**src/rtl/dw_conv_pre_ctrl.sv**
```systemverilog
// Depthwise-conv preprocess controller: frame config, pixel position tracking,
// row-buffer length/reset control and 3x3 window-valid generation.
module dw_conv_pre_ctrl #(
   parameter int unsigned MAX_WIDTH  = 320,
   parameter int unsigned MAX_HEIGHT = 320,
   parameter int unsigned DEPTH      = $clog2(MAX_WIDTH - 2),
   parameter int unsigned CW         = $clog2(MAX_WIDTH + 1),
   parameter int unsigned RW         = $clog2(MAX_HEIGHT + 1)
) (
   input  logic             clk,
   input  logic             rstn,
   input  logic             cfg_start,
   input  logic [CW-1:0]    cfg_width,
   input  logic [RW-1:0]    cfg_height,
   input  logic             valid_in,
   output logic [DEPTH-1:0] buff_len_ctrl,
   output logic             buff_len_rst,
   output logic             win_valid,
   output logic             busy,
   output logic             frame_done,
   output logic             cfg_err,
   output logic [CW-1:0]    col_cnt,
   output logic [RW-1:0]    row_cnt
);

   typedef enum logic [1:0] {
      IDLE   = 2'd0,
      CONFIG = 2'd1,
      RUN    = 2'd2,
      DONE   = 2'd3
   } state_t;

   state_t           state_q;
   state_t           state_d;

   logic [CW-1:0]    width_q;
   logic [CW-1:0]    width_d;
   logic [RW-1:0]    height_q;
   logic [RW-1:0]    height_d;
   logic [CW-1:0]    col_d;
   logic [RW-1:0]    row_d;
   logic [DEPTH-1:0] len_d;
   logic             len_rst_d;
   logic             win_d;
   logic             busy_d;
   logic             done_d;
   logic             err_d;
   logic             cfg_ok;

   // Frame geometry must leave room for at least one full 3x3 window
   assign cfg_ok = (cfg_width  >= CW'(3)) && (cfg_width  <= CW'(MAX_WIDTH)) &&
                   (cfg_height >= RW'(3)) && (cfg_height <= RW'(MAX_HEIGHT));

   // State register
   always_ff @(posedge clk or negedge rstn) begin
      if (!rstn) begin
         state_q <= IDLE;
      end else begin
         state_q <= state_d;
      end
   end

   // Next-state and next-output logic; outputs are registered below
   always_comb begin
      state_d   = state_q;
      width_d   = width_q;
      height_d  = height_q;
      col_d     = col_cnt;
      row_d     = row_cnt;
      len_d     = buff_len_ctrl;
      len_rst_d = 1'b0;
      win_d     = 1'b0;
      err_d     = 1'b0;

      case (state_q)
         IDLE: begin
            if (cfg_start) begin
               if (cfg_ok) begin
                  width_d   = cfg_width;
                  height_d  = cfg_height;
                  len_d     = DEPTH'(cfg_width - CW'(2));
                  len_rst_d = 1'b1;
                  col_d     = '0;
                  row_d     = '0;
                  state_d   = CONFIG;
               end else begin
                  err_d = 1'b1;
               end
            end
         end
         CONFIG: begin
            state_d = RUN;
         end
         RUN: begin
            if (valid_in) begin
               win_d = (row_cnt >= RW'(2)) && (col_cnt >= CW'(2));
               if (col_cnt == width_q - CW'(1)) begin
                  col_d = '0;
                  row_d = row_cnt + RW'(1);
                  if (row_cnt == height_q - RW'(1)) begin
                     state_d = DONE;
                  end
               end else begin
                  col_d = col_cnt + CW'(1);
               end
            end
         end
         DONE: begin
            state_d = IDLE;
         end
         default: begin
            state_d = IDLE;
         end
      endcase

      busy_d = (state_d != IDLE);
      done_d = (state_d == DONE);
   end

   // Registered outputs and latched frame geometry
   always_ff @(posedge clk or negedge rstn) begin
      if (!rstn) begin
         width_q       <= '0;
         height_q      <= '0;
         col_cnt       <= '0;
         row_cnt       <= '0;
         buff_len_ctrl <= '0;
         buff_len_rst  <= 1'b0;
         win_valid     <= 1'b0;
         busy          <= 1'b0;
         frame_done    <= 1'b0;
         cfg_err       <= 1'b0;
      end else begin
         width_q       <= width_d;
         height_q      <= height_d;
         col_cnt       <= col_d;
         row_cnt       <= row_d;
         buff_len_ctrl <= len_d;
         buff_len_rst  <= len_rst_d;
         win_valid     <= win_d;
         busy          <= busy_d;
         frame_done    <= done_d;
         cfg_err       <= err_d;
      end
   end

endmodule
```
**config.mk**
```make
export PLATFORM = sky130hd
export DESIGN_NAME = dw_conv_pre_ctrl
export DESIGN_NICKNAME = d
export VERILOG_FILES = /design/src/rtl/dw_conv_pre_ctrl.sv
export SDC_FILE = /design/constraint.sdc
export NUM_CORES = 1
export LEC_CHECK = 0
export BUFFER_PORTS_ARGS = -buffer_cell sky130_fd_sc_hd__buf_2
export CORE_MARGIN = 10
export CORE_UTILIZATION = 45
export DETAILED_ROUTE_END_ITERATION = 16
export PLACE_DENSITY = 0.73
export SETUP_SLACK_MARGIN = 0.05
export SLEW_MARGIN = 10
export SYNTH_ARGS = -nofsm -noshare
export SYNTH_HDL_FRONTEND = slang
export SYNTH_SLANG_ARGS = --single-unit
export TNS_END_PERCENT = 5
```
**constraint.sdc**
```tcl
create_clock -name clk -period 6.3 [get_ports clk]
set_input_delay 1.26 -clock clk [delete_from_list [all_inputs] [get_ports clk]]
set_output_delay 1.26 -clock clk [all_outputs]
set_load 0.05 [all_outputs]
```
Word-level counts from Yosys, hierarchy flattened. Cells that the tools add are included. W data, S select, Z words.

$add $sub $neg: 5. Magnitude comparators: 6. Equal/unequal tests: 10. Muxes and demuxes: 22. Reduce and logical (&&, ||, !) cells: 10.

Operator list (count): $mux W9 (6); $ge A9 B2 Y1 const B (4); $pmux W9 S2 (2); $add A9 B1 Y9 const B (2); $eq A9 B9 Y1 (2); $le A9 B9 Y1 const B (2); $sub A9 B1 Y9 const B (2); $mux W2 (5); $sub A9 B2 Y9 const B (1); $mux W1 (8); $ne A2 B2 Y1 const B (4); $pmux W2 S4 (1); $eq A2 B2 Y1 const B (3); $reduce_and A5 Y1 (1); $logic_and A1 B1 Y1 (4); $reduce_and A4 Y1 (1); $reduce_bool A2 Y1 (2); $reduce_and A3 Y1 (1); $eq A2 B1 Y1 const B (1); $logic_not A2 Y1 (1).

Register bits after elaboration: 52. Input bits: 22. Output and inout port bits: 32. Logic and storage cells: 64.

Depth between registers and ports, before layout. Gate-level depths: netlist of the first run.

Depth in word-level cells: 8. Gate-level depth with buffers: 10. Depth with buffers taken out: 8.

Worst setup path after synthesis of the first run. OpenSTA, ideal clock, no wires.

Path type: input -> register. Start point: in cfg_height[2]. End point: reg height_q[0]. Library setup time: 0.125 ns. Arrival time: 3.208 ns. Data required time: 6.175 ns. Setup slack: 2.967 ns. Stages on the path: 6. Buffers on the path: 1. Path through: or4_1 -> o221a_2 -> o2111ai_1 -> or2_2 -> clkbuf_1 -> mux2_2.

Longest elaborated chain between the ends: 4. Elaborated cells on any way between the ends: 5. Classes of those cells: 2 x order compare; 3 x reduce/logical.

RTL lines: from (decl) (RTL line 14) `input logic [RW-1:0] cfg_height,`; $ge A9 B2 Y1 (RTL line 52) `(cfg_height >= RW'(3)) && (cfg_height <= RW'(MAX_HEIGHT));`; $logic_and A1 B1 Y1 (RTL line 51) `assign cfg_ok = (cfg_width >= CW'(3)) && (cfg_width <= CW'(MAX_WIDTH)) &&`; $logic_and A1 B1 Y1 (*) (RTL line 52); $reduce_and A3 Y1 (no source line) (*); to (signal assigned) (RTL line 135) `height_q <= height_d;`; to (decl) (RTL line 38) `logic [RW-1:0] height_q;`.

Every way passes the cells marked *; elsewhere a longest branch is shown, timed or not. A chain may end at the register's enable or synchronous reset.

Final worst setup path of the first run.
Start point: in cfg_height[1]. End point: reg row_cnt[1].

Longest elaborated chain between the ends: 5. Elaborated cells on any way between the ends: 6. Classes of those cells: 2 x order compare; 1 x eq/ne; 3 x reduce/logical.

RTL lines: $ge A9 B2 Y1 (RTL line 52); $logic_and A1 B1 Y1 (RTL line 51); $logic_and A1 B1 Y1 (*) (RTL line 52); $ne A2 B2 Y1 (no source line) (*); $reduce_and A5 Y1 (no source line) (*); to (signal assigned) (RTL line 137) `row_cnt <= row_d;`; to (decl) (RTL line 23) `output logic [RW-1:0] row_cnt`.

Marks and branches as above.

==> results of run 1 <==
-- report_power, final --
| group | total [uW] | internal (uW) | switching (uW) |
|---|---|---|---|
| combinational | 705 | 260 | 445 |
| sequential | 544 | 429 | 115 |
| clock | 182 | 74.1 | 108 |
| total | 1430 | 763 | 668 |
-- through the flow --
step	total power (uW)	hold slack, ns	area (sq um)	std cells
final	1431	0.4893	3616	489
after floorplan	1097	0.4913	3224	350
after global routing	1540	0.5434	3616	489
after detailed placement	1258	0.4722	3540	483
after CTS	1440	0.4931	3616	489
after global placement	1230	0.4628	3540	483
-- per-layer routing --
metal	share of wire	vias up	GRT usage	routed length, microns
met4	0.0076	0	0.03137	59
met5	0	-	0	0
met2	0.48	65	0.2305	3723
li1	-	1336	-	-
met1	0.46	1324	0.1842	3578
met3	0.057	5	0.03808	446
-- path summary, 6_finish.rpt --
kind / end / cells past startpoint
worst max-delay path: row_cnt[1]$_DFFE_PN0P_ / 7
worst min-delay path: buff_len_ctrl[1]$_DFFE_PN0P_ / 2
worst max register to register: col_cnt[7]$_DFFE_PN0P_ / 7
worst min register to register: buff_len_ctrl[1]$_DFFE_PN0P_ / 2
max in group asynchronous: width_q[2]$_DFFE_PN0P_ / 2
min in group asynchronous: col_cnt[8]$_DFFE_PN0P_ / 2
-- worst reg2reg max path, stage by stage, from the launching register on --
cell and delay [ns]:
sky130_fd_sc_hd__dfrtp_1 0.47, sky130_fd_sc_hd__or3_4 0.45, sky130_fd_sc_hd__or2_1 0.26, sky130_fd_sc_hd__or4_4 0.52, sky130_fd_sc_hd__a211oi_2 0.18, sky130_fd_sc_hd__buf_4 0.29, sky130_fd_sc_hd__nor3_1 0.18, sky130_fd_sc_hd__a221o_1 0.33
-- sequential cells by signal, summed over array words and instances, names as in the netlist --
signal and count:
buff_len_ctrl 9, buff_len_rst 1, busy 1, cfg_err 1, col_cnt 9, frame_done 1, height_q 9, row_cnt 9
state_q 2, width_q 8, win_valid 1
-- area by class of cell --
class	count	share of cell area
multi-input combinational	264	0.4976
sequential	51	0.3529
timing repair buffer	55	0.07751
tap	96	0.03322
clock buffer	5	0.01903
inverter	17	0.01765
clock inverter	1	0.002076
-- kinds of logic after synthesis --
group	Yosys count	synth area share
adders and majority gates	10	0.03880
and+or+nand+nor	143	0.2394
AOI/OAI and AO/OA	66	0.1448
buffers and inverters	35	0.04618
xor gates and xnor gates	28	0.07606
DFF	51	0.3958
muxes	17	0.05898
-- synthesized netlist by cell type (3+ instances only) --
cell / number
sky130_fd_sc_hd__dfrtp_1: 51
sky130_fd_sc_hd__nand2_1: 33
sky130_fd_sc_hd__o21ai_0: 20
sky130_fd_sc_hd__nor2_1: 19
sky130_fd_sc_hd__inv_1: 17
sky130_fd_sc_hd__mux2_2: 16
sky130_fd_sc_hd__xnor2_1: 14
sky130_fd_sc_hd__xor2_1: 14
sky130_fd_sc_hd__clkbuf_1: 13
sky130_fd_sc_hd__nand3_1: 13
sky130_fd_sc_hd__nor3_1: 11
sky130_fd_sc_hd__and3_1: 10
sky130_fd_sc_hd__ha_1: 10
sky130_fd_sc_hd__nand2b_1: 8
sky130_fd_sc_hd__nor2b_1: 8
sky130_fd_sc_hd__nor4_1: 8
sky130_fd_sc_hd__nand4_1: 7
sky130_fd_sc_hd__a21oi_1: 6
sky130_fd_sc_hd__a21o_1: 5
sky130_fd_sc_hd__o31ai_1: 5
sky130_fd_sc_hd__and2_1: 4
sky130_fd_sc_hd__nand3b_1: 4
sky130_fd_sc_hd__a221o_1: 3
sky130_fd_sc_hd__a22o_1: 3
sky130_fd_sc_hd__a31o_2: 3
sky130_fd_sc_hd__and4_1: 3
sky130_fd_sc_hd__or2_2: 3
sky130_fd_sc_hd__or3_1: 3
==> run summary, run 1 <==
====================================================================================================
Sink count of the clock tree                                                                      51
Final HPWL DP                                                                           5842 microns
Initial antenna violation count                                                                    0
Antenna diode instance count                                                                       0
GRT Residual Overflow                                                                              0
Total clock buffers created by CTS                                                                 5
Synthesis warning total                                                                            0
Area growth syn-to-layout                                                                     12.15%
Mean post-synth cell area                                                                9.212 sq um
Number of max-cap violations                                                                       0
Most used cells in the layout excluding fill and tap cells                              sky130_fd_sc_hd__buf_2, sky130_fd_sc_hd__dfrtp_1, sky130_fd_sc_hd__nand2_1, sky130_fd_sc_hd__o21ai_0, sky130_fd_sc_hd__nor2_1
Latest clock arrival within the worst-skew pair                                              0.30 ns
Standard-cell row count                                                                           30
Sequential fraction of the synthesis area                                                     0.3958
CP Launch Type                                                                          primary input
Overall Global Routing Usage                                                                  0.1419
Placer's final routability congestion estimate                                                0.8039
Yosys cell types                                                                                  56
Peak supply drop                                                                           0.2578 mV
Required time of the critical path                                                           6.50 ns
Arrival time at the worst endpoint                                                           3.92 ns
Cells resized by post-CTS repair                                                                   0
Largest net degree at the start of global routing                                                 52
Time the final worst path needs with I/O delays and setup                                   3.725 ns
Initial standard-cell utilization of the core                                                 0.4694
DIE AREA                                                                                10,950 sq um
Multi-input gate area in the final layout                                                 1799 sq um
Starting DRC count in detailed routing                                                           165
Headroom to the max-slew limit                                                                0.4034
Cell taking the most area after synthesis                                               sky130_fd_sc_hd__dfrtp_1
F_max                                                                                     0.2684 GHz
Final sum of negative setup slack                                                               0 ns
Synth Instances                                                                                  350
Run status                                                                              finished, final reports clean
Class of the tightest hold or removal check                                             flop to flop
Final-layout fill cell count                                                                     649
Net count after synthesis                                                                        382
CP peak stage delay                                                                          0.82 ns
R2r setup slk                                                                                3.51 ns
Via count                                                                                      2,730
Beginning of the worst hold path                                                        buff_len_ctrl[1]$_DFFE_PN0P_
Width of the chip                                                                       104.6 microns
Crit share post-route                                                                         0.5913
Top FF cell, synth                                                                      sky130_fd_sc_hd__dfrtp_1
I/O pin total                                                                                     54
Hold-fix buffers, CTS                                                                              0
Buffering stage count on the worst path with inverters included                                    1
Slowest library cell on the worst path                                                  sky130_fd_sc_hd__a21oi_1
Detailed-route wire length per cell                                                     15.97 microns
Final setup violation count                                                                        0
Setup repair after global routing missed its margin                                               no
Worst slew pin tran                                                                        0.8948 ns
Cell Area, Synth                                                                          3224 sq um
Die Y-Extent                                                                            104.6 microns
Clock tree from TritonCTS                                                                       done
Maximum count of clock buffers along a single path                                                 2
Number of endpoints with negative hold slack in the final report                                   0
Critical path, cell by cell                                                             buf_2 -> or4b_2 -> o22ai_1 -> o2111ai_1 -> a21oi_1 -> o21ai_0 -> o2bb2ai_1
Power Dens Cells                                                                        395.8 nW/um^2
Number of buffers added for setup after CTS                                                        0
Depth of the CTS H-tree                                                                            2
Launching instance or port of the critical path                                         cfg_height[1]
CP Class                                                                                primary input to flop
CP top delay family                                                                     compound AO/OA/AOI/OAI gates
Leakage power figure                                                                     0.001712 uW
Detailed Routing Iterations Pass 1                                                                 4
Vias in the first global route                                                                 2,710
Count of flip-flops with a built-in enable after synthesis                                         0
Antenna-violating nets left                                                                        0
Yosys reg bits                                                                                    51
Detailed-route wire length                                                              7807 microns
Clock-pin slew reported for the worst setup and hold paths after clock tree synthesis        0.09 ns
Most common library cell in the layout ignoring fill and taps                           sky130_fd_sc_hd__buf_2
Global-route wire length before repair                                                  13,280 microns
Largest fanout of any net on the critical path                                                    12
PnR worst setup slack                                                                       2.575 ns
Core Footprint                                                                            6869 sq um
Top cell type's share of synthesized area                                                     0.3958
Sort of element at the end of the critical path                                                 flop
Top cells by area, synth                                                                sky130_fd_sc_hd__dfrtp_1, sky130_fd_sc_hd__mux2_2, sky130_fd_sc_hd__ha_1
Via density per instance                                                                       5.583
Register area                                                                             1276 sq um
Crit Reg-Reg Startpoint                                                                 width_q[2]$_DFFE_PN0P_
Final #Nets                                                                                      426
Fraction of final layout cells with drive strength greater than 1                             0.2239
Async SR Flop Fraction                                                                         1.000
Post-route DRC violation count                                                                     0
Setup Slack @ Placement                                                                     2.355 ns
Number of I/O port buffers                                                                        53
Clk Tree Root Cell                                                                      sky130_fd_sc_hd__clkbuf_8
Setup Skew                                                                                0.01254 ns
Final-report max-slew violation count                                                              0
Final design utilization                                                                      0.5264
====================================================================================================
No activity file was read; power rests on OpenSTA's default activity.
==> run 2: changes to the inputs <==
- PLACE_DENSITY: 0.73 -> 0.76
- clock period: 6.3 -> 3.06 ns (I/O delays scaled with it)
==> run summary, run 2 (same netlist as run 1, synthesis figures left out) <==
====================================================================================================
Run status                                                                              finished, final reports clean
Initial standard-cell utilization of the core                                                 0.4694
Final Hold Slack                                                                           0.3963 ns
Largest fanout of any net on the critical path                                                    23
Setup repair after global routing missed its margin                                               no
R2R depth                                                                                          8
Required time of the critical path                                                           3.25 ns
Power Dens Cells                                                                        823.5 nW/um^2
Most common library cell in the layout ignoring fill and taps                           sky130_fd_sc_hd__buf_2
Placer's final routability congestion estimate                                                0.8048
Standard-cell row count                                                                           30
Hold-fix buffers, CTS                                                                              0
Latest clock arrival within the worst-skew pair                                              0.30 ns
Maximum count of clock buffers along a single path                                                 2
Setup Skew                                                                               0.007156 ns
Sink count of the clock tree                                                                      51
Number of placed cells counting well taps                                                        490
Antenna diode instance count                                                                       0
Die Y-Extent                                                                            104.6 microns
Class of the tightest hold or removal check                                             primary input to async pin
Headroom to the max-slew limit                                                                0.5255
Total clock buffers created by CTS                                                                 5
Final sum of negative setup slack                                                               0 ns
Number of buffers added for setup after CTS                                                        0
Most used cells in the layout excluding fill and tap cells                              sky130_fd_sc_hd__buf_2, sky130_fd_sc_hd__dfrtp_1, sky130_fd_sc_hd__nand2_1, sky130_fd_sc_hd__o21ai_0, sky130_fd_sc_hd__nor2_1
Core Footprint                                                                            6869 sq um
Area growth syn-to-layout                                                                     15.13%
Width of the chip                                                                       104.6 microns
DIE AREA                                                                                10,950 sq um
F_max                                                                                     0.3543 GHz
Via count                                                                                      2,755
Initial antenna violation count                                                                    0
Post-route DRC violation count                                                                     0
Final cell count without fillers                                                                 498
Number of endpoints with negative hold slack in the final report                                   0
Detailed Routing Iterations Pass 1                                                                 4
Crit share post-route                                                                         0.9224
Vias in the first global route                                                                 2,644
Detailed-route wire length                                                              7716 microns
Number of I/O port buffers                                                                        53
Final-layout fill cell count                                                                     654
Final #Nets                                                                                      433
Sort of element at the end of the critical path                                                 flop
R2r setup slk                                                                                0.24 ns
Final HPWL DP                                                                           5775 microns
Arrival time at the worst endpoint                                                           3.01 ns
Starting DRC count in detailed routing                                                            99
Depth of the CTS H-tree                                                                            2
Clk Tree Root Cell                                                                      sky130_fd_sc_hd__clkbuf_8
CP Class                                                                                flop to flop
Number of max-cap violations                                                                       0
Clock tree from TritonCTS                                                                       done
Detailed-route wire length per cell                                                     15.49 microns
Via density per instance                                                                       5.532
GRT Residual Overflow                                                                              0
Global-route wire length before repair                                                  13,010 microns
Worst slew pin tran                                                                        0.7052 ns
Cells resized by post-CTS repair                                                                   0
Final setup violation count                                                                        0
Largest net degree at the start of global routing                                                 52
Fraction of final layout cells with drive strength greater than 1                             0.2388
Overall Global Routing Usage                                                                  0.1383
Leakage power figure                                                                     0.001767 uW
Final-report max-slew violation count                                                              0
Antenna-violating nets left                                                                        0
Clock-pin slew reported for the worst setup and hold paths after clock tree synthesis        0.09 ns
Worst reg2reg endpoint                                                                  col_cnt[8]$_DFFE_PN0P_
CP Launch Type                                                                                  flop
Peak supply drop                                                                           0.5242 mV
Time the final worst path needs with I/O delays and setup                                   2.823 ns
Crit Reg-Reg Startpoint                                                                 width_q[2]$_DFFE_PN0P_
I/O pin total                                                                                     54
====================================================================================================
[run 2: cell types whose count changed in the layout (fill, tap and decap cells not counted)]
cell and change:
sky130_fd_sc_hd__clkinv_4 +1, sky130_fd_sc_hd__buf_12 +2, sky130_fd_sc_hd__buf_4 +5, sky130_fd_sc_hd__clkbuf_1 +1, sky130_fd_sc_hd__clkbuf_8 +1, sky130_fd_sc_hd__clkinvlp_4 -1
[run 2: routing by layer]
metal  vias up  wire (microns)  global-route usage
met4         0              89             0.03431
met2        70            3605              0.2243
met5         -               0                   0
met3         8             402             0.03317
met1      1322            3618              0.1810
li1       1355               -                   -
[run 2: how the worst max path moves through the flow]
stage / start / end / slack, ns / depth (start not counted)
after floorplan: cfg_height[2] / height_q[0]$_DFFE_PN0P_ / 0.38 / 6
after global placement: cfg_height[2] / col_cnt[6]$_DFFE_PN0P_ / 0.13 / 8
after detailed placement: cfg_height[2] / col_cnt[8]$_DFFE_PN0P_ / 0.07 / 8
after CTS: width_q[2]$_DFFE_PN0P_ / col_cnt[8]$_DFFE_PN0P_ / 0.24 / 8
after global routing: width_q[2]$_DFFE_PN0P_ / col_cnt[8]$_DFFE_PN0P_ / 0.14 / 8
final: width_q[2]$_DFFE_PN0P_ / col_cnt[8]$_DFFE_PN0P_ / 0.24 / 8
[run 2: worst max-delay path, cell delays in order, from the launching register on]
cell,delay (ns)
sky130_fd_sc_hd__dfrtp_1,0.48
sky130_fd_sc_hd__or3_4,0.45
sky130_fd_sc_hd__or2_1,0.25
sky130_fd_sc_hd__or4_4,0.53
sky130_fd_sc_hd__a211oi_2,0.27
sky130_fd_sc_hd__buf_12,0.20
sky130_fd_sc_hd__nor3_1,0.07
sky130_fd_sc_hd__buf_4,0.16
sky130_fd_sc_hd__a221o_1,0.30
[run 2: cell type report]
class / count / area, sq um / area share
clock buffer: 7 / 86.33 / 0.02326
inverter: 17 / 63.81 / 0.01719
sequential: 51 / 1276 / 0.3438
clock inverter: 1 / 8.758 / 0.002359
timing repair buffer: 62 / 357.8 / 0.09639
tap: 96 / 120.1 / 0.03236
multi-input combinational: 264 / 1799 / 0.4847
[run 2: report_power, final]
part / internal (uW) / switching [uW] / total [uW]
registers: 883 / 220 / 1100
logic: 597 / 947 / 1540
clock network: 186 / 224 / 410
[run 2: metrics by stage]
| stage | instance area [sq um] | utilization | setup WS [ns] | total power (uW) |
|---|---|---|---|---|
| CTS | 3712 | 0.5404 | 0.2438 | 3083 |
| global placement | 3617 | 0.5266 | 0.1307 | 2604 |
| finish | 3712 | 0.5404 | 0.2374 | 3057 |
| detailed placement | 3617 | 0.5266 | 0.07190 | 2662 |
| floorplan | 3224 | - | 0.3755 | 2259 |
| global route | 3712 | 0.5404 | 0.1439 | 3287 |
